[config.mk]
export PLATFORM = sky130hd
export DESIGN_NAME = uart_rx_fifo
export DESIGN_NICKNAME = d
export VERILOG_FILES = /design/src/rtl/uart_pkg.sv /design/src/rtl/uart_sync_fifo.sv /design/src/rtl/uart_rx_fifo.sv
export SDC_FILE = /design/constraint.sdc
export NUM_CORES = 1
export LEC_CHECK = 0
export ABC_AREA = 1
export CAP_MARGIN = 20
export CORE_UTILIZATION = 45
export CTS_CLUSTER_DIAMETER = 50
export DETAILED_ROUTE_END_ITERATION = 10
export DONT_BUFFER_PORTS = 1
export HOLD_SLACK_MARGIN = 0.15
export PLACE_DENSITY_LB_ADDON = 0.05
export SYNTH_ARGS = -nofsm -noshare
export SYNTH_HDL_FRONTEND = slang
export SYNTH_HIERARCHICAL = 1
export SYNTH_SLANG_ARGS = --single-unit
export TNS_END_PERCENT = 20
[constraint.sdc]
create_clock -name Clk -period 4.4 [get_ports Clk]
set_input_delay 0.88 -clock Clk [delete_from_list [all_inputs] [get_ports Clk]]
set_output_delay 0.88 -clock Clk [all_outputs]
set_load 0.05 [all_outputs]
[src/rtl/uart_pkg.sv]
// uart_pkg: types and constants shared by the UART receive path.
//   rx_state_t   receiver FSM states
//   PARITY_EVEN  parity sense constant (XOR of data bits gives the parity bit)
//   PARITY_ODD   parity sense constant (inverted XOR gives the parity bit)
//   baud_div()   clock-to-baud divisor helper
package uart_pkg;

   typedef enum logic [2:0] {
      IDLE,
      START,
      DATA,
      PARITY,
      STOP,
      BREAK
   } rx_state_t;

   localparam logic PARITY_EVEN = 1'b0;
   localparam logic PARITY_ODD  = 1'b1;

   // Truncated divisor minus one: 100 MHz / 9600 baud gives 10415.
   function automatic int baud_div(input int clk_hz, input int baud);
      return clk_hz / baud - 1;
   endfunction

endpackage

[src/rtl/uart_sync_fifo.sv]
// uart_sync_fifo: single-clock show-ahead FIFO for received words.
//   Clk, Rst_n  clock and synchronous active-low reset (pointers and count only)
//   wr_en       write wr_data; dropped when full unless rd_en pops in the same cycle
//   wr_data     word to store
//   rd_en       pop the head; ignored when empty
//   rd_data     head word, 0 while empty
//   empty/full  occupancy flags
//   count       words held, 0..DEPTH
//   overflow    pulses when a write is dropped
module uart_sync_fifo #(
   parameter int WIDTH = 8,
   parameter int DEPTH = 8
) (
   input  logic                       Clk,
   input  logic                       Rst_n,
   input  logic                       wr_en,
   input  logic [WIDTH-1:0]           wr_data,
   input  logic                       rd_en,
   output logic [WIDTH-1:0]           rd_data,
   output logic                       empty,
   output logic                       full,
   output logic [$clog2(DEPTH+1)-1:0] count,
   output logic                       overflow
);

   localparam int AW = $clog2(DEPTH);
   localparam int CW = $clog2(DEPTH+1);

   logic [WIDTH-1:0] mem [DEPTH];
   logic [AW-1:0]    wr_ptr;
   logic [AW-1:0]    rd_ptr;
   logic             do_wr;
   logic             do_rd;

   assign empty    = (count == '0);
   assign full     = (count == CW'(DEPTH));
   assign do_rd    = rd_en & ~empty;
   // A pop in the same cycle frees the slot, so a full FIFO still accepts the write.
   assign do_wr    = wr_en & (~full | do_rd);
   assign overflow = wr_en & full & ~rd_en;
   assign rd_data  = empty ? '0 : mem[rd_ptr];

   always_ff @(posedge Clk) begin
      if (do_wr) mem[wr_ptr] <= wr_data;
   end

   // Pointers wrap naturally because DEPTH is a power of two.
   always_ff @(posedge Clk) begin
      if (!Rst_n) begin
         wr_ptr <= '0;
         rd_ptr <= '0;
         count  <= '0;
      end else begin
         if (do_wr) wr_ptr <= wr_ptr + 1'b1;
         if (do_rd) rd_ptr <= rd_ptr + 1'b1;
         count <= count + CW'(do_wr) - CW'(do_rd);
      end
   end

endmodule

[src/rtl/uart_rx_fifo.sv]
// uart_rx_fifo: UART receiver with optional parity, 1 or 2 stop bits,
// a show-ahead receive FIFO and sticky error flags.
//   Clk, Rst_n  clock and synchronous active-low reset
//   RX          asynchronous serial input, idles high
//   Rd_en       pop the FIFO head (ignored when Empty)
//   Clr_err     clear FE, PE and OE (a simultaneous new error wins)
//   data_out    FIFO head, valid while !Empty
//   Empty/Full  FIFO occupancy flags
//   Count       words in the FIFO
//   FE/PE/OE    sticky framing, parity and overrun errors
module uart_rx_fifo #(
   parameter int UBRR       = 10415,
   parameter int DATA_BITS  = 8,
   parameter int PARITY_EN  = 0,
   parameter int PARITY_ODD = 0,
   parameter int STOP_BITS  = 1,
   parameter int DEPTH      = 8
) (
   input  logic                       Clk,
   input  logic                       Rst_n,
   input  logic                       RX,
   input  logic                       Rd_en,
   input  logic                       Clr_err,
   output logic [DATA_BITS-1:0]       data_out,
   output logic                       Empty,
   output logic                       Full,
   output logic [$clog2(DEPTH+1)-1:0] Count,
   output logic                       FE,
   output logic                       PE,
   output logic                       OE
);

   import uart_pkg::*;

   localparam int            TW        = $clog2(UBRR);
   localparam logic [TW-1:0] SAMPLE_PT = TW'(UBRR / 2);
   localparam logic [TW-1:0] LAST_TICK = TW'(UBRR - 1);
   localparam logic          PAR_SENSE = (PARITY_ODD != 0) ? uart_pkg::PARITY_ODD
                                                           : uart_pkg::PARITY_EVEN;

   logic                 rx_meta_p0;
   logic                 rx_s;
   rx_state_t            state, state_nxt;
   logic [TW-1:0]        timer, timer_nxt;
   logic [3:0]           bit_cnt, bit_cnt_nxt;
   logic [DATA_BITS-1:0] shift, shift_nxt;
   logic                 pe_pend, pe_pend_nxt;
   logic                 wr_en_p1, wr_en_nxt;
   logic                 fe_set, pe_set;
   logic                 fifo_ovf;
   logic                 sample;

   // Stage: two-flop synchroniser, preset to the idle level
   always_ff @(posedge Clk) begin
      if (!Rst_n) begin
         rx_meta_p0 <= 1'b1;
         rx_s       <= 1'b1;
      end else begin
         rx_meta_p0 <= RX;
         rx_s       <= rx_meta_p0;
      end
   end

   // The timer restarts on the start edge and then free-runs modulo UBRR,
   // so every later match on SAMPLE_PT lands one bit period further on, mid-bit.
   assign sample = (timer == SAMPLE_PT);

   always_comb begin
      state_nxt   = state;
      timer_nxt   = (timer == LAST_TICK) ? '0 : timer + 1'b1;
      bit_cnt_nxt = bit_cnt;
      shift_nxt   = shift;
      pe_pend_nxt = pe_pend;
      wr_en_nxt   = 1'b0;
      fe_set      = 1'b0;
      pe_set      = 1'b0;
      unique case (state)
         IDLE: begin
            timer_nxt = '0;
            if (!rx_s) state_nxt = START;
         end
         START: begin
            if (sample) begin
               if (rx_s) begin
                  state_nxt = IDLE;
               end else begin
                  state_nxt   = DATA;
                  bit_cnt_nxt = '0;
                  pe_pend_nxt = 1'b0;
               end
            end
         end
         DATA: begin
            if (sample) begin
               shift_nxt = {rx_s, shift[DATA_BITS-1:1]};
               if (bit_cnt == 4'(DATA_BITS - 1)) begin
                  bit_cnt_nxt = '0;
                  state_nxt   = (PARITY_EN != 0) ? PARITY : STOP;
               end else begin
                  bit_cnt_nxt = bit_cnt + 1'b1;
               end
            end
         end
         PARITY: begin
            if (sample) begin
               if (rx_s != ((^shift) ^ PAR_SENSE)) pe_pend_nxt = 1'b1;
               state_nxt = STOP;
            end
         end
         STOP: begin
            if (sample) begin
               if (!rx_s) begin
                  fe_set    = 1'b1;
                  pe_set    = pe_pend;
                  state_nxt = BREAK;
               end else if (bit_cnt == 4'(STOP_BITS - 1)) begin
                  state_nxt = IDLE;
                  if (pe_pend) pe_set = 1'b1;
                  else         wr_en_nxt = 1'b1;
               end else begin
                  bit_cnt_nxt = bit_cnt + 1'b1;
               end
            end
         end
         BREAK: begin
            if (rx_s) state_nxt = IDLE;
         end
         default: state_nxt = IDLE;
      endcase
   end

   // Stage: FSM, timer and write strobe registers
   always_ff @(posedge Clk) begin
      if (!Rst_n) begin
         state    <= IDLE;
         timer    <= '0;
         bit_cnt  <= '0;
         pe_pend  <= 1'b0;
         wr_en_p1 <= 1'b0;
      end else begin
         state    <= state_nxt;
         timer    <= timer_nxt;
         bit_cnt  <= bit_cnt_nxt;
         pe_pend  <= pe_pend_nxt;
         wr_en_p1 <= wr_en_nxt;
      end
   end

   // The shift register stays stable until the next frame's first data sample,
   // long after the write strobe has used it.
   always_ff @(posedge Clk) begin
      shift <= shift_nxt;
   end

   // Stage: sticky error flags; a new error outranks Clr_err
   always_ff @(posedge Clk) begin
      if (!Rst_n) begin
         FE <= 1'b0;
         PE <= 1'b0;
         OE <= 1'b0;
      end else begin
         FE <= (FE & ~Clr_err) | fe_set;
         PE <= (PE & ~Clr_err) | pe_set;
         OE <= (OE & ~Clr_err) | fifo_ovf;
      end
   end

   uart_sync_fifo #(
      .WIDTH (DATA_BITS),
      .DEPTH (DEPTH)
   ) u_fifo (
      .Clk      (Clk),
      .Rst_n    (Rst_n),
      .wr_en    (wr_en_p1),
      .wr_data  (shift),
      .rd_en    (Rd_en),
      .rd_data  (data_out),
      .empty    (Empty),
      .full     (Full),
      .count    (Count),
      .overflow (fifo_ovf)
   );

endmodule

# After elaboration in Yosys (flattened, before gate mapping)
# Memory sizes are Yosys's and may differ from the RTL's. A register that Yosys moved wholly into a read port is not among the register bits.
# Index checks and enable logic that the tools add are counted.
[word_totals] mem_count=1 reg_bits=46 inputBits=5 elab_cells=109 ramBits=64 out_inout_bits=17
[op_classes] n_reduce_logical=12 add_sub_neg=6 n_eq_ne=22 n_bitwise=16 mux=38
[mem_list] name="u_fifo.mem" words=8 width=8 read_ports=1 rd_ports_with_merged_regs=1 wr=1 line="uart_sync_fifo.sv:29" rtl="logic [WIDTH-1:0] mem [DEPTH];"
[ops] cell="$mux W3" n=11
[ops] cell="$mux W4" n=7
[ops] cell="$ne A2 B2 Y1 const B" n=11
[ops] cell="$pmux W3 S6" n=1
[ops] cell="$mux W1" n=15
[ops] cell="$add A14 B1 Y14 const B" n=1
[ops] cell="$eq A14 B13 Y1 const B" n=1
[ops] cell="$eq A14 B14 Y1 const B" n=1
[ops] cell="$pmux W4 S3" n=1
[ops] cell="$reduce_and A5 Y1" n=2
[ops] cell="$logic_not A4 Y1" n=2
[ops] cell="$mux W8" n=1
[ops] cell="$reduce_and A8 Y1" n=1
[ops] cell="$reduce_xor A8 Y1" n=1
[ops] cell="$and A1 B1 Y1" n=7
[ops] cell="$reduce_and A7 Y1" n=1
[ops] cell="$add A3 B1 Y3 const B" n=2
[ops] cell="$eq A3 B2 Y1 const B" n=2
[ops] cell="$eq A3 B3 Y1 const B" n=2
[ops] cell="$not A1 Y1" n=5
[ops] cell="$add A4 B1 Y4" n=1
[ops] cell="$add A4 B1 Y4 const B" n=1
[ops] cell="$eq A4 B3 Y1 const B" n=1
[ops] cell="$eq A4 B4 Y1 const B" n=1
[ops] cell="12 further kinds" n=15

# Logic depth before layout (Yosys ltp)
# Gate-level depths: netlist (run 1).
[logic_depth] depth_word=7 mapped_depth=13 mapped_depth_nobuf=13

# Modules after synthesis
# Netlist (run 1), hierarchy kept.
[by_module_without_submodules] mod="uart_sync_fifo" instances=1 cells_each=340 area_each_um2=3392.0 seq_area_each_um2=2182.1
[by_module_without_submodules] mod="uart_rx_fifo" instances=1 cells_each=272 area_each_um2=1933.1 seq_area_each_um2=800.8

# Worst setup path after synthesis (run 1)
# Ideal clock, no wire load.
[synth_timing] kind="flip-flop to output port" start="register u_fifo.count[2]" end="output data_out[0]" n_path_buf=0 t_arrival_ns=1.854 path_stages_with_launch=6 t_required_ns=3.520 setup_slack_ns=1.666 path_cell_list="dfxtp_1 -> inv_1 -> ha_1 -> nand2_4 -> nand2_1 -> nor2_1"
[synth_via] elab_chain_len=2
[synth_lines] item="start, declared" line="uart_sync_fifo.sv:22" rtl="output logic [$clog2(DEPTH+1)-1:0] count,"
[synth_lines] item="start signal, assigned" line="uart_sync_fifo.sv:56" rtl="count <= count + CW'(do_wr) - CW'(do_rd);"
[synth_lines] item="$logic_not A4 Y1" line="uart_sync_fifo.sv:35" rtl="assign empty = (count == '0);"
[synth_lines] item="$mux W8" line="uart_sync_fifo.sv:41" rtl="assign rd_data = empty ? '0 : mem[rd_ptr];"
[synth_lines] item="end, declared" line="uart_rx_fifo.sv:24" rtl="output logic [DATA_BITS-1:0] data_out,"
# Every way passes these cells.

==> results, run 1 <==
- The flow ran to the end, and the final reports show no timing, DRC or antenna violations.
- Hold timing on the final database bottoms out at a slack of 414 ps.
- On the worst path, the slowest cell contributes a delay of 760 ps.
- VDD sags by at most 0.382 mV.
- The cell sitting at the root of the clock tree is a clkbuf_16.
- Setup repair after global routing left no endpoint under its margin.
- In this run, post-CTS hold repair placed 0 buffers.
- The top flip-flop cell by instance count after synthesis is edfxtp_1.
- The signal on the critical path passes through buf_4 -> nor2_1 -> nor2_1 -> nand2_1 -> nand3_1 -> nand2_1 -> nor2_1.
- Of all nets on the critical path, the largest fanout is 20.
- The first global-routing pass estimated 18.7 mm of wire.
- The average wire length per cell after detail routing is 14.4 um.
- The critical path ends at data_out[7].
- For the worst-skew pair, the clock arrives at the later sink with an insertion delay of 410 ps.
- The worst setup path is launched from a flip-flop.
- By area the synthesized netlist is led by edfxtp_1 41%, dfxtp_1 15%, nand2_1 9.7%, nor2_1 8.9%, inv_1 4.4%.
- The average instance area after synthesis is 8.70 um^2.
- The share of the synthesized area in the top cell type is 40.6%.
- The width of the die is 111 um.
- The largest total area in the synthesized netlist belongs to edfxtp_1.
- The clock tree from TritonCTS is done.
- The final cycle utilization of the critical path is 79.2%.
- The finished cells cover 5980 um^2.
- The setup violation total in the final timing report is 0.
- The worst pin sits at a relative slew slack of 34.2%.
- The clock-pin slew reported for the worst setup and hold paths after clock tree synthesis is 50 ps.
- The total standard cell area after synthesis is 5330 um^2.
- The power per standard cell area is 600 nW/um^2.
- The final layout contains 637 nets.
- The count of inserted antenna diode cells is 0.
- The measured slew at the worst slew-check pin is 983 ps.
- Entering global routing, the biggest net connects 21 pins.
- The number of pins exceeding their max-slew limit in the final report came to 0.
- The via count normalized by instance count is 4.95.
- On the final layout, the worst clock skew is 9.06 ps.
- The startpoint identified for the worst register-to-register timing path is u_fifo/count[2].
- The overall track demand over capacity in global routing is 19.8%.
- STA puts the critical path data arrival time at 2610 ps.
- The layout has 1,091 filler cells.
- The share of synthesized registers carrying an async set or reset is 0%.
- The number of global-route vias before repair is 3,701.
- For this run, the share of the core covered by cells in the final layout is 52.2%.
- Before antenna repair, the detailed router went through 5 iterations.
- The number of antenna violations at the first check in global routing is 0.
- The clock tree synthesis step divided the H-tree into 4 levels.
- The number of nets still failing antenna checks after routing is 0.
- The layout cell share with drive strength beyond 1 is 10.6%.
- The row count is 39.
- The routed layout has 3,845 vias.
- The overall die area is 12,300 um^2.
- Summed over all layers, the global routing overflow is 0.
- The routed design could run at a clock period as short as 3490 ps.
- The register area share after synthesis is 56.0%.
- The cell that appears most often on the critical path is nor2_1.
- The highest attainable clock frequency is 0.287 GHz.
- In this run the static leakage power is 2.40 nW.
- The cell with the largest stage delay on the worst path is dfxtp_1.
- Summing all placed instances gives a cell area of 5450 um^2.
- Counting every sink on the clock net gives 113.
- The count of buffers added on input and output ports is 0.
- The kind of end point of the critical path is an output port.
- The yosys synthesis warning count is 6.
- The floorplan die height is 111 um.
- The number of cells on the worst reg-to-reg path is 7.
- The total of max-cap violations is 0.
- The endpoint identified for the worst register-to-register timing path is u_fifo/mem[2][3].
- The category of the critical setup timing path is flip-flop to output port.
- Compared with the post-synthesis result, the final layout area differs by 12.4%.
- The placer congestion estimate is 0.821.
- For this run, design rule violations remaining after detail routing come to 0.
- The required time reported for the critical path endpoint is 3520 ps.
- The maximum buffer depth of the clock tree is 2.
- The post-CTS setup buffer count is 0.
- The count of endpoints failing hold in the final timing report is 0.
- The net count of the mapped netlist is 629.
- The number of top-level pins is 22.
- The core region is 11,500 um^2.
- The number of distinct library cells after synthesis is 38.
- The cell depth of the worst min-delay path is 1.
- TritonCTS created 17 clock buffers.
- Summed over all layers, the routed wires come to 11.2 mm.
- The setup slack on the worst flop-to-flop path is 1680 ps.
- The path type of the worst min-delay path is flip-flop to flip-flop.
- The half-perimeter wire length of the detailed placement result is 7.63 mm.
- After the first detailed-routing iteration, the DRC count stood at 210.
- In this run, synthesis inferred 72 flip-flops with an integrated enable.
- Synthesis produced a netlist whose cell count is 612.
- For the final routed database, the setup TNS stands at 0 ps.
- For this configuration, the core starts out at a cell density of 46.4%.
- The number of resized instances in the post-cts repair step is 0.
- After synthesis the netlist holds a flip-flop and latch count of 113.
## flip-flops by register name, indices dropped and copies added (netlist names), named ones only
name	count
wr_en_p1	1
bit_cnt	4
shift	8
pe_pend	1
PE	1
u_fifo/mem	64
timer	14
FE	1
state	3
u_fifo/rd_ptr	3
OE	1
u_fifo/wr_ptr	3
u_fifo/count	4
rx_meta_p0	1
rx_s	1
## placed cells by master, fill, tap and decap left out, types with 9 or more instances in the layout
cell type / n
edfxtp_1: 72
o21ai_0: 22
nand3_1: 37
nor2_2: 9
nand2_1: 138
clkbuf_16: 17
ha_1: 11
nand2_2: 9
dfxtp_1: 41
inv_1: 62
a21oi_1: 20
nor2_1: 126
## where the power goes
group	total, mW	switching (mW)	internal [mW]
logic	1.07	0.790	0.275
registers	1.29	0.124	1.17
clock network	1.23	0.436	0.797
total	3.59	1.35	2.24
## metal layers
layer,share of wire (%),GRT usage (%)
met1,45,24.0
met3,4.6,5.08
met4,1.4,8.89
met2,49,33.3
met5,0,0
## layout make-up
| class | instances | area, um^2 | area share, % |
|---|---|---|---|
| inverter | 71 | 267 | 4.45 |
| clock inverter | 7 | 60.1 | 1.00 |
| clock buffer | 25 | 475 | 7.94 |
| tap | 143 | 179 | 2.99 |
| timing repair buffer | 3 | 22.5 | 0.376 |
| multi-input combinational | 414 | 2000 | 33.4 |
| sequential | 113 | 2980 | 49.8 |
## cell families (layout without fill, tap and decap cells)
group	Yosys count	in the layout	share of synthesized area, %
flip-flops	113	113	56.0
AND/OR/NAND/NOR	345	345	28.2
XOR/XNOR	9	9	1.48
adder cells (fa/ha/maj)	12	12	2.96
buffers and inverters	85	106	6.46
AO/OA/AOI/OAI	48	48	4.91
## synth_stat cells (2+ instances only)
master,n
xor2_1,6
a21oi_2,2
ha_1,11
nor3_1,4
nor2_1,126
nand4_1,7
nand2_4,3
inv_2,8
nor4_1,2
nand3_1,37
or2_2,2
edfxtp_1,72
inv_1,62
buf_4,3
nand2_1,138
nand2_2,9
buf_2,5
o21ai_0,22
nor2_2,9
xnor2_1,3
clkbuf_1,5
dfxtp_1,41
a21oi_1,20
## how the worst min path moves through the flow
stage,start,endpoint,slack (ps)
2_1_floorplan,rx_meta_p0,rx_s,390
3_3_place_gp,rx_meta_p0,rx_s,410
3_5_place_dp,rx_meta_p0,rx_s,400
4_1_cts,rx_meta_p0,rx_s,420
5_1_grt,rx_meta_p0,rx_s,440
6_report,rx_meta_p0,rx_s,410
## critical path, delay by kind of cell (launching register included)
kind	cells	cell delay (ps)
buffers and inverters	1	340
flip-flops	1	760
AND/OR/NAND/NOR	6	1100
## metrics by stage
stage | worst slack, ps | std cells | total power [mW]
2_1_floorplan | 1670 | 612 | 2.21
3_3_place_gp | 1410 | 744 | 2.37
3_5_place_dp | 1360 | 744 | 2.38
4_1_cts | 929 | 776 | 3.63
5_1_grt | 704 | 776 | 3.80
6_report | 914 | 776 | 3.59
(Power assumes the default switching activity.)
==> run 2, diff against run 1 <==
==> constraint.sdc (replaced) <==
create_clock -name Clk -period 3.39 [get_ports Clk]
set_input_delay 0.678 -clock Clk [delete_from_list [all_inputs] [get_ports Clk]]
set_output_delay 0.678 -clock Clk [all_outputs]
set_load 0.05 [all_outputs]
==> results, run 2 (same netlist as run 1, synthesis figures left out) <==
- The run finished with clean final reports.
- Across the whole layout, storage elements account for 2980 um^2.
- The setup slack on the worst flop-to-flop path is 730 ps.
- Input and output buffers added on the ports amount to 0.
- The maximum number of pins on one net before global-route repair is 25.
- The number of antenna violations at the first check in global routing is 0.
- The number of setup buffers added after CTS is 0.
- By instance count, the cell type seen most on the critical path is nor2_1.
- The final cycle utilization of the critical path is 85.6%.
- Setup total negative slack on the finished layout was measured at 0 ps.
- The part of the power in combinational logic is 31.1%.
- The most common cell after layout, fill and taps aside is nand2_1.
- The width of the die is 111 um.
- The critical path is of the flip-flop to output port type.
- The top cell types in the final layout, fill and taps aside, are 138 x nand2_1, 126 x nor2_1, 72 x edfxtp_1.
- The overall track demand over capacity in global routing is 19.6%.
- The half-perimeter wire length of the detailed placement result is 7.98 mm.
- Total power for the finished layout comes to 4.91 mW.
- For the worst-skew pair, the clock arrives at the later sink with an insertion delay of 410 ps.
- The worst setup timing slack at the placement stage is 711 ps.
- The largest stage delay on the critical path is 730 ps.
- Based on the critical path, the design can be clocked at up to 0.345 GHz.
- The number of antenna diodes in the final layout is 0.
- The H-tree was split into 4 levels.
- The path with the worst hold slack has its endpoint at u_fifo/count[0].
- The count of vias placed by the detailed router is 3,929.
- The leakage dissipation is 2.47 nW.
- The share of total power dissipated in sequential elements is 33.6%.
- The growth of design area from synthesis to finish is 15.0%.
- The initial utilization of the core area, before any placement, comes to 46.4%.
- The clock-pin slew reported for the worst setup and hold paths after clock tree synthesis is 60 ps.
- The detail route stage leaves a number of antenna-violating nets equal to 0.
- The switching share of power is 37.6%.
- The die covers 12,300 um^2.
- The cell with the largest stage delay on the worst path is dfxtp_1.
- The largest registers in the layout are u_fifo/mem: 64 flops, timer: 14 flops, shift: 8 flops.
- The count of routing violations after the opening detailed-route iteration is 264.
- The internal power contribution is 3.06 mW.
- The worst-case IR drop observed on VDD is 0.811 mV.
- The number of pins exceeding their max-slew limit in the final report is 0.
- In this design, the largest share of critical-path delay is due to flip-flops.
- The placeable core region is 11,500 um^2.
- After floorplanning, the core was divided into 39 placement rows.
- The terminus of the critical flop-to-flop path is u_fifo/mem[2][6].
- Fill cells in the final layout number 1,071.
- The kind of end point of the critical path is an output port.
- Together, buffers and inverters on the worst path number 2.
- The share of total power dissipated in the clock network is 35.3%.
- The number of buffers created by CTS is 17.
- The path class of the tightest hold or removal check is input port to flip-flop.
- The via count normalized by instance count is 5.00.
- The number of resized instances in the post-cts repair step is 0.
- The detailed-router iteration count before antenna repair is 5.
- In this run the power density over the cells is 802 nW/um^2.
- Setup violations remaining at the end of the flow were counted as 0.
- In the final design database the tool counted 647 nets.
- The placer congestion estimate is 0.825.
- For the pin with the worst max-slew slack, the measured transition is 818 ps.
- The headroom to the max-slew limit is 45.3%.
- The number of cells on the worst reg-to-reg path is 7.
- Clock tree synthesis found a total of 113 sinks.
- At the worst endpoint, the arrival time is 2220 ps.
- From bottom edge to top edge, the die measures 111 um.
- The global-route wire length before repair is 18.3 mm.
- On the final layout, the worst clock skew is 3.69 ps.
- The startpoint of the worst hold path is Rst_n.
- The final layout contains routed wiring with a total length of 11.3 mm.
- The clock tree from TritonCTS is done.
- Counting I/O delays and the setup requirement, the final critical path takes 2900 ps.
- The required time reported for the critical path endpoint is 2710 ps.
- The layout cell share with drive strength beyond 1 is 13.2%.
- The count of endpoints failing hold in the final timing report is 0.
- The largest register by flop count is u_fifo/mem.
- The number of top-level pins is 22.
- Clock tree synthesis selected as its root buffer the cell clkbuf_16.
- The final worst setup slack is 490 ps.
- The average wire length per cell after detail routing is 14.4 um.
- The multi-input gate area in the final layout is 2000 um^2.
- The final global-route overflow total is 0.
- The net switching power of the design is 1.85 mW.
- The number of global-route vias before repair is 3,668.
- The worst register-to-register path begins at u_fifo/count[2].
- Along the worst path, the maximum fanout reaches 18.
- Max-cap violations in this run came to 0.
- Setup repair after global routing left no endpoint under its margin.
- The register with the most flip-flops in the layout has 64 of them.
- The cell depth of the worst min-delay path is 2.
- The number of hold buffers added after CTS was 0.
- For this run, design rule violations remaining after detail routing come to 0.
- The startpoint class of the critical path is a flip-flop.
- In this run the deepest clock path goes through 2 buffers.
- The signal on the critical path passes through inv_1 -> o21ai_0 -> nand2_1 -> nor2_1 -> nor2_1 -> buf_4.
-- run 2: changes by cell type in the layout (fill, tap and decap cells not counted), sizes merged --
cell,change
clkinv,+1
clkbuf,-8
clkinvlp,+3
bufinv,+1
inv,+3
buf,+10
-- run 2: per-stage QoR --
stage	cells	area [um^2]	util [%]	hold WS, ps
global route	786	6120	53.4	367
detailed placement	754	5540	48.3	402
CTS	786	6120	53.4	354
finish	786	6120	53.4	374
global placement	754	5540	48.3	402
floorplan	612	5330	-	393
-- run 2: worst max-delay path by stage --
| stage | from | endpoint | slack [ps] | cells past startpoint |
|---|---|---|---|---|
| final | flip-flop | data_out[1] | 490 | 6 |
| after global routing | flip-flop | data_out[1] | 310 | 6 |
| after CTS | flip-flop | data_out[1] | 470 | 6 |
| after detailed placement | u_fifo/count[2] | u_fifo/mem[2][6] | 710 | 7 |
| after global placement | u_fifo/count[2] | u_fifo/mem[2][1] | 760 | 7 |
| after floorplan | u_fifo/count[2] | data_out[0] | 860 | 5 |
-- run 2: area by class of cell --
cell class / instances / area share [%]
clock buffer: 17 / 6.95
clock inverter: 15 / 2.64
inverter: 71 / 4.35
multi-input combinational: 414 / 32.6
sequential: 113 / 48.7
tap: 143 / 2.92
timing repair buffer: 13 / 1.80
-- run 2: worst reg2reg max path: stages (launching register included) --
cell and delay [ps]:
dfxtp_1 630, inv_1 160, ha_1 260, nand2_4 170, nand2_4 130, a21boi_2 180
nand2_2 110, nor2_1 630
-- run 2: layer usage --
metal	global-route usage (%)	vias to the layer above	routed length (um)	part of all wire [%]
met5	0	-	0	0
li1	-	2012	-	-
met2	30.1	78	5190	46
met4	8.00	0	118	1.0
met3	4.16	9	376	3.3
met1	27.0	1830	5650	50
-- run 2: power by group through the flow --
| stage | clock network (mW) | logic (mW) | registers [mW] |
|---|---|---|---|
| 6_report | 1.73 | 1.53 | 1.65 |
| 5_1_grt | 1.83 | 1.71 | 1.66 |
| 4_1_cts | 1.77 | 1.54 | 1.65 |
| 3_5_place_dp | 0 | 1.53 | 1.68 |
| 3_3_place_gp | 0 | 1.53 | 1.68 |
| 2_1_floorplan | 0 | 1.20 | 1.67 |
==> run 3, diff against run 2 <==
--- a/config.mk
+++ b/config.mk
@@ -7,12 +7,14 @@
 export LEC_CHECK = 0
 export ABC_AREA = 1
 export CAP_MARGIN = 20
-export CORE_UTILIZATION = 45
+export CELL_PAD_IN_SITES_DETAIL_PLACEMENT = 1
+export CELL_PAD_IN_SITES_GLOBAL_PLACEMENT = 2
+export CORE_UTILIZATION = 39
 export CTS_CLUSTER_DIAMETER = 50
 export DETAILED_ROUTE_END_ITERATION = 10
 export DONT_BUFFER_PORTS = 1
 export HOLD_SLACK_MARGIN = 0.15
-export PLACE_DENSITY_LB_ADDON = 0.05
+export PLACE_DENSITY_LB_ADDON = 0.25
 export SYNTH_ARGS = -nofsm -noshare
 export SYNTH_HDL_FRONTEND = slang
 export SYNTH_HIERARCHICAL = 1
==> results, run 3 (same netlist as run 1, synthesis figures left out) <==
- The clock tree from TritonCTS is done.
- The number of resized instances in the post-cts repair step is 0.
- In this run the remaining antenna-violating nets after routing total 0.
- In the final layout, the share of cells above drive strength 1 is 12.1%.
- The number of pins exceeding their max-slew limit in the final report is 0.
- Leaving out fill and tap cells, the most frequent cells in the layout are 138 x nand2_1, 126 x nor2_1, 72 x edfxtp_1.
- The number of top-level pins is 22.
- The final setup TNS is 0 ps.
- The number of nets at the end of the flow is 647.
- The pre-antenna-repair detailed-routing pass consisted of 4 iterations.
- Of all nets on the critical path, the largest fanout is 32.
- The worst path uses 88.0% of the clock period.
- The overall die area is 14,100 um^2.
- The headroom to the max-slew limit is 43.8%.
- The total of max-cap violations is 0.
- After clock tree synthesis, the clock-pin slew on the worst setup and hold paths is 50 ps.
- The power after layout is 4.88 mW.
- The wire-length estimate of the detail-placed layout is 9.00 mm.
- The placeable core region is 13,300 um^2.
- The library cell used most frequently in the layout, excluding fill and tap cells, is nand2_1.
- The initialized floorplan defines 42 standard-cell rows.
- On the final layout, the worst clock skew is 9.06 ps.
- The setup violation total in the final timing report is 0.
- The critical path in this run is classified as flip-flop to output port.
- The number of antenna violations at the first check in global routing is 0.
- At the worst endpoint, the required time is 2710 ps.
- Entering global routing, the biggest net connects 33 pins.
- More flip-flops sit in one register than any other, and that register is u_fifo/mem.
- The count of endpoints failing hold in the final timing report came to 0.
- The measured slew at the worst slew-check pin is 840 ps.
- The register with the most flip-flops in the layout has 64 of them.
- The run finished with clean final reports.
- From left edge to right edge, the die measures 119 um.
- Setup repair after global routing left no endpoint under its margin.
- Relative to the synthesized area, the layout overhead comes to 14.8%.
- The power per standard cell area is 798 nW/um^2.
- The final global-route overflow total is 0.
- The floorplan die height is 119 um.
- For this block, the initial DRC count from the detailed router was 188.
- The worst voltage drop across the vdd grid is 0.321 mV.
- The congestion estimate from routability-driven global placement came to 0.768.
- 0 antenna diodes ended up in the layout.
- The count of vias placed by the detailed router is 3,971.
- The clock tree root buffer cell is clkbuf_16.
- For this run, the top clock speed supported by timing is 0.335 GHz.
- The initial standard-cell utilization of the core is 40.1%.
- The number of clock sinks is 113.
- The detailed-route DRC error count is 0.
- STA classifies the critical path startpoint as a flip-flop.
- In this run, post-CTS hold repair placed 0 buffers.
- The path type of the worst min-delay path is input port to flip-flop.
- The maximum buffer depth of the clock tree is 2.
- In this run the post-CTS setup repair buffer count came out at 0.
- The final critical delay including setup and external delays is 2980 ps.
- The count of input and output buffers is 0.
- Dividing the detail-routed via count by the number of cells gives 4.85.
- For the worst-skew pair, the clock arrives at the later sink with an insertion delay of 410 ps.
- STA puts the critical path data arrival time at 2310 ps.
- The first global-routing pass estimated 21.0 mm of wire.
- The kind of end point of the critical path is an output port.
- The total number of H-tree levels is 4.
- The sum of routed wire length over all layers is 12.6 mm.
- In the final routed layout, each cell accounts on average for 15.4 um.
- Global routing used 19.6% of the available tracks across all layers.
- The analysis attributes to cell leakage a power of 2.46 nW.
- The largest registers in the layout are u_fifo/mem: 64 flops, timer: 14 flops, shift: 8 flops.
- The number of buffers created by CTS is 17.
- The number of global-route vias before repair is 4,144.
==> run 3: per-stage QoR <==
stage / utilization (%) / hold WS [ps] / instances / setup WS [ps] / instance area [um^2]
after detailed placement: 41.9 / 446 / 787 / 696 / 5570
after global routing: 46.0 / 371 / 819 / 251 / 6120
after floorplan: - / 393 / 612 / 858 / 5330
after CTS: 46.0 / 356 / 819 / 390 / 6120
after global placement: 41.9 / 444 / 787 / 752 / 5570
final: 46.0 / 374 / 819 / 406 / 6120
==> run 3: worst paths after layout <==
path / to / startpoint / depth (start not counted) / slack (ps)
worst min register to register: rx_s / rx_meta_p0 / 1 / 440
worst max-delay path: data_out[2] / flip-flop / 8 / 410
worst min-delay path: rx_meta_p0 / RX / 1 / 370
worst max register to register: u_fifo/count[1] / u_fifo/count[2] / 10 / 690
==> run 3: layout make-up <==
type                    instances  area [um^2]
clock buffers                  25          465
clock inverters                 7         85.1
fillers                      1576         7180
inverters                      71          267
multi-input cells             414         2000
flip-flops and latches        113         2980
well taps                     176          220
repair buffers                 13         97.6
==> run 3: metal layers <==
metal	up-vias	GRT usage, %	share of wire (%)
met5	-	0	0
met4	0	8.54	0.94
met3	9	3.64	3.1
met2	43	32.2	48
met1	1912	25.2	48
li1	2007	-	-
==> run 3: critical path: stages, from the launching register on <==
cell and delay [ps]:
dfxtp_1 640, buf_4 410, nor2_1 90, nor2_1 90
nand2_1 60, nand3_1 70, nand2_1 60, nor2_1 220
buf_4 250
==> run 3: power by group <==
group | internal (mW) | switching [mW]
clock | 1.09 | 0.575
combinational | 0.454 | 1.10
sequential | 1.52 | 0.139
==> RTL change: new RTL, flow settings as in run 3 <==
One comparison of `timer` changes from == to >=.
--- a/src/rtl/uart_rx_fifo.sv
+++ b/src/rtl/uart_rx_fifo.sv
@@ -64,5 +64,5 @@
    // The timer restarts on the start edge and then free-runs modulo UBRR,
    // so every later match on SAMPLE_PT lands one bit period further on, mid-bit.
-   assign sample = (timer == SAMPLE_PT);
+   assign sample = (timer >= SAMPLE_PT);
 
    always_comb begin
Behaviour: same outputs for any inputs over 10 cycles, from zero or initial values and one cycle with Rst_n low; that may be too few to reach the edited logic, so the function may still have changed.
==> RTL change against run 3 <==
- clock skew hardly changed
- global-route usage is 0.12 points higher
- sequential cell count stayed put
- synthesized area is 0.54% higher
- sequential power is 4% lower
- final area is 1.3% higher
- die area is 0.53% higher
- worst hold slack better by 0.0020 ns
- critical endpoint unchanged
- total power is 6.4% lower
- worst setup slack better by 0.22 ns
- combinational power is 24% lower
- critical path type unchanged
- routed wire length is 0.13% lower
==> RTL change: results (changes against run 3) <==
The count of vias placed by the detailed router came out at 3938 (was 3971). The level count of the clock H-tree came out at 4 (unchanged). The wire length of the first global-routing pass is 21100 µm (was 21000 µm). The cell class contributing the biggest share of worst-path delay was flip-flops (was buffers and inverters). Most numerous cell types in the synthesized netlist: 143 x nand2_1, 125 x nor2_1, 72 x edfxtp_1 (was 138 x nand2_1, 126 x nor2_1, 72 x edfxtp_1). The total number of nets in the final design is 648 (was 647). The pin count of the biggest net entering global routing came to 27 (was 33). The peak fanout along the critical path came out at 10 (was 32). The arrival time at the worst endpoint is 2.09 ns (was 2.31 ns).

Outcome: finished, final reports clean (unchanged). The launch point of the worst hold path is Rst_n (was RX). The fraction of post-synthesis cell area in the top cell type by area came out at 40.4% (was 40.6%). The leakage power summed over all cells came out at 2.56 nW (was 2.46 nW). The final weighted congestion in routability-driven placement is 0.763 (was 0.768).

The post-placement setup slack was 0.716 ns (was 0.696 ns). The share of cells above drive strength 1 is 13.0% (was 12.1%). The initial DRC count is 170 (was 188).

The endpoint of the worst hold-timing path is u_fifo/count[0] (was rx_meta_p0). The worst supply voltage drop on vdd came out at 0.362 mV (was 0.321 mV). The placed wire-length estimate came out at 8960 µm (was 9000 µm). Largest registers ranked by flip-flop count: u_fifo/mem (64), timer (14), shift (8) (unchanged).

The post-detailed-placement cell area is 5600 µm² (was 5570 µm²). The non-filler instance count after layout came out at 820 (was 819). The count of cells along the worst register-to-register path came out at 10 (unchanged).

Cell types with the largest area share after synthesis: edfxtp_1 40%, dfxtp_1 15%, nand2_1 10% (was edfxtp_1 41%, dfxtp_1 15%, nand2_1 9.7%). The sequential fraction of the synthesis area came to 55.7% (was 56.0%). The minimum setup slack among reg-to-reg paths came out at 0.73 ns (was 0.69 ns). The via count of the first global-routing pass came to 4174 (was 4144). The transition time at the pin with the least slew margin is 0.798 ns (was 0.840 ns).

The worst hold margin came to 0.376 ns (was 0.374 ns). The number of enable-type register cells in the synthesized netlist came out at 72 (unchanged). The highest attainable clock frequency was 0.362 GHz (was 0.335 GHz).

The setup clock skew after layout came out at 0.00917 ns (was 0.00906 ns). The all-layer global routing usage came to 19.7% (was 19.6%). The post-detailed-routing wire length came out at 12600 µm (about the same). The instance count along the most critical hold path is 2 (was 1).
## RTL change: final cells by class
type                       instances  area share [%]
clock buffer                      22            7.49
clock inverter                    10            2.16
inverter                          80            4.87
multi-input combinational        407            32.3
sequential                       113            48.2
tap                              176            3.56
timing repair buffer              12            1.45
## RTL change: cells by family after synthesis
kind of cell | synth area share [%]
and+or+nand+nor | 27.3
xor gates and xnor gates | 1.31
buffers and inverters | 6.92
DFF | 55.7
adders and majority gates | 2.94
AOI/OAI and AO/OA | 5.80
## RTL change: how the worst max path moves through the flow
stage / start / endpoint / slack [ns] / cells past startpoint
floorplan: u_fifo/count[2] / data_out[0] / 0.86 / 5
global placement: u_fifo/count[2] / u_fifo/count[1] / 0.77 / 10
detailed placement: u_fifo/count[2] / u_fifo/count[1] / 0.72 / 10
CTS: flip-flop / data_out[4] / 0.57 / 7
global route: flip-flop / data_out[4] / 0.48 / 7
finish: u_fifo/count[2] / data_out[2] / 0.63 / 6
## RTL change: layer usage
metal / vias to the layer above / global-route usage, % / share of wire [%]
li1: 1997 / - / -
met1: 1876 / 22.7 / 44
met2: 49 / 34.7 / 50
met3: 16 / 5.84 / 4.2
met4: 0 / 6.49 / 1.4
met5: - / 0 / 0
## RTL change: worst reg2reg max path: cells and delay by family (launching register included)
family | cells | cell delay, ns
flops | 1 | 0.47
fa+ha+maj | 3 | 0.75
simple gates | 4 | 0.93
buf+inv | 2 | 0.27
compound gates | 1 | 0.16
## RTL change: report_power, final
part / switching [mW] / leakage, nW / internal [mW]
sequential: 0.0973 / 0.980 / 1.49
combinational: 0.841 / 1.29 / 0.343
clock: 0.604 / 0.290 / 1.19
total: 1.54 / 2.56 / 3.02
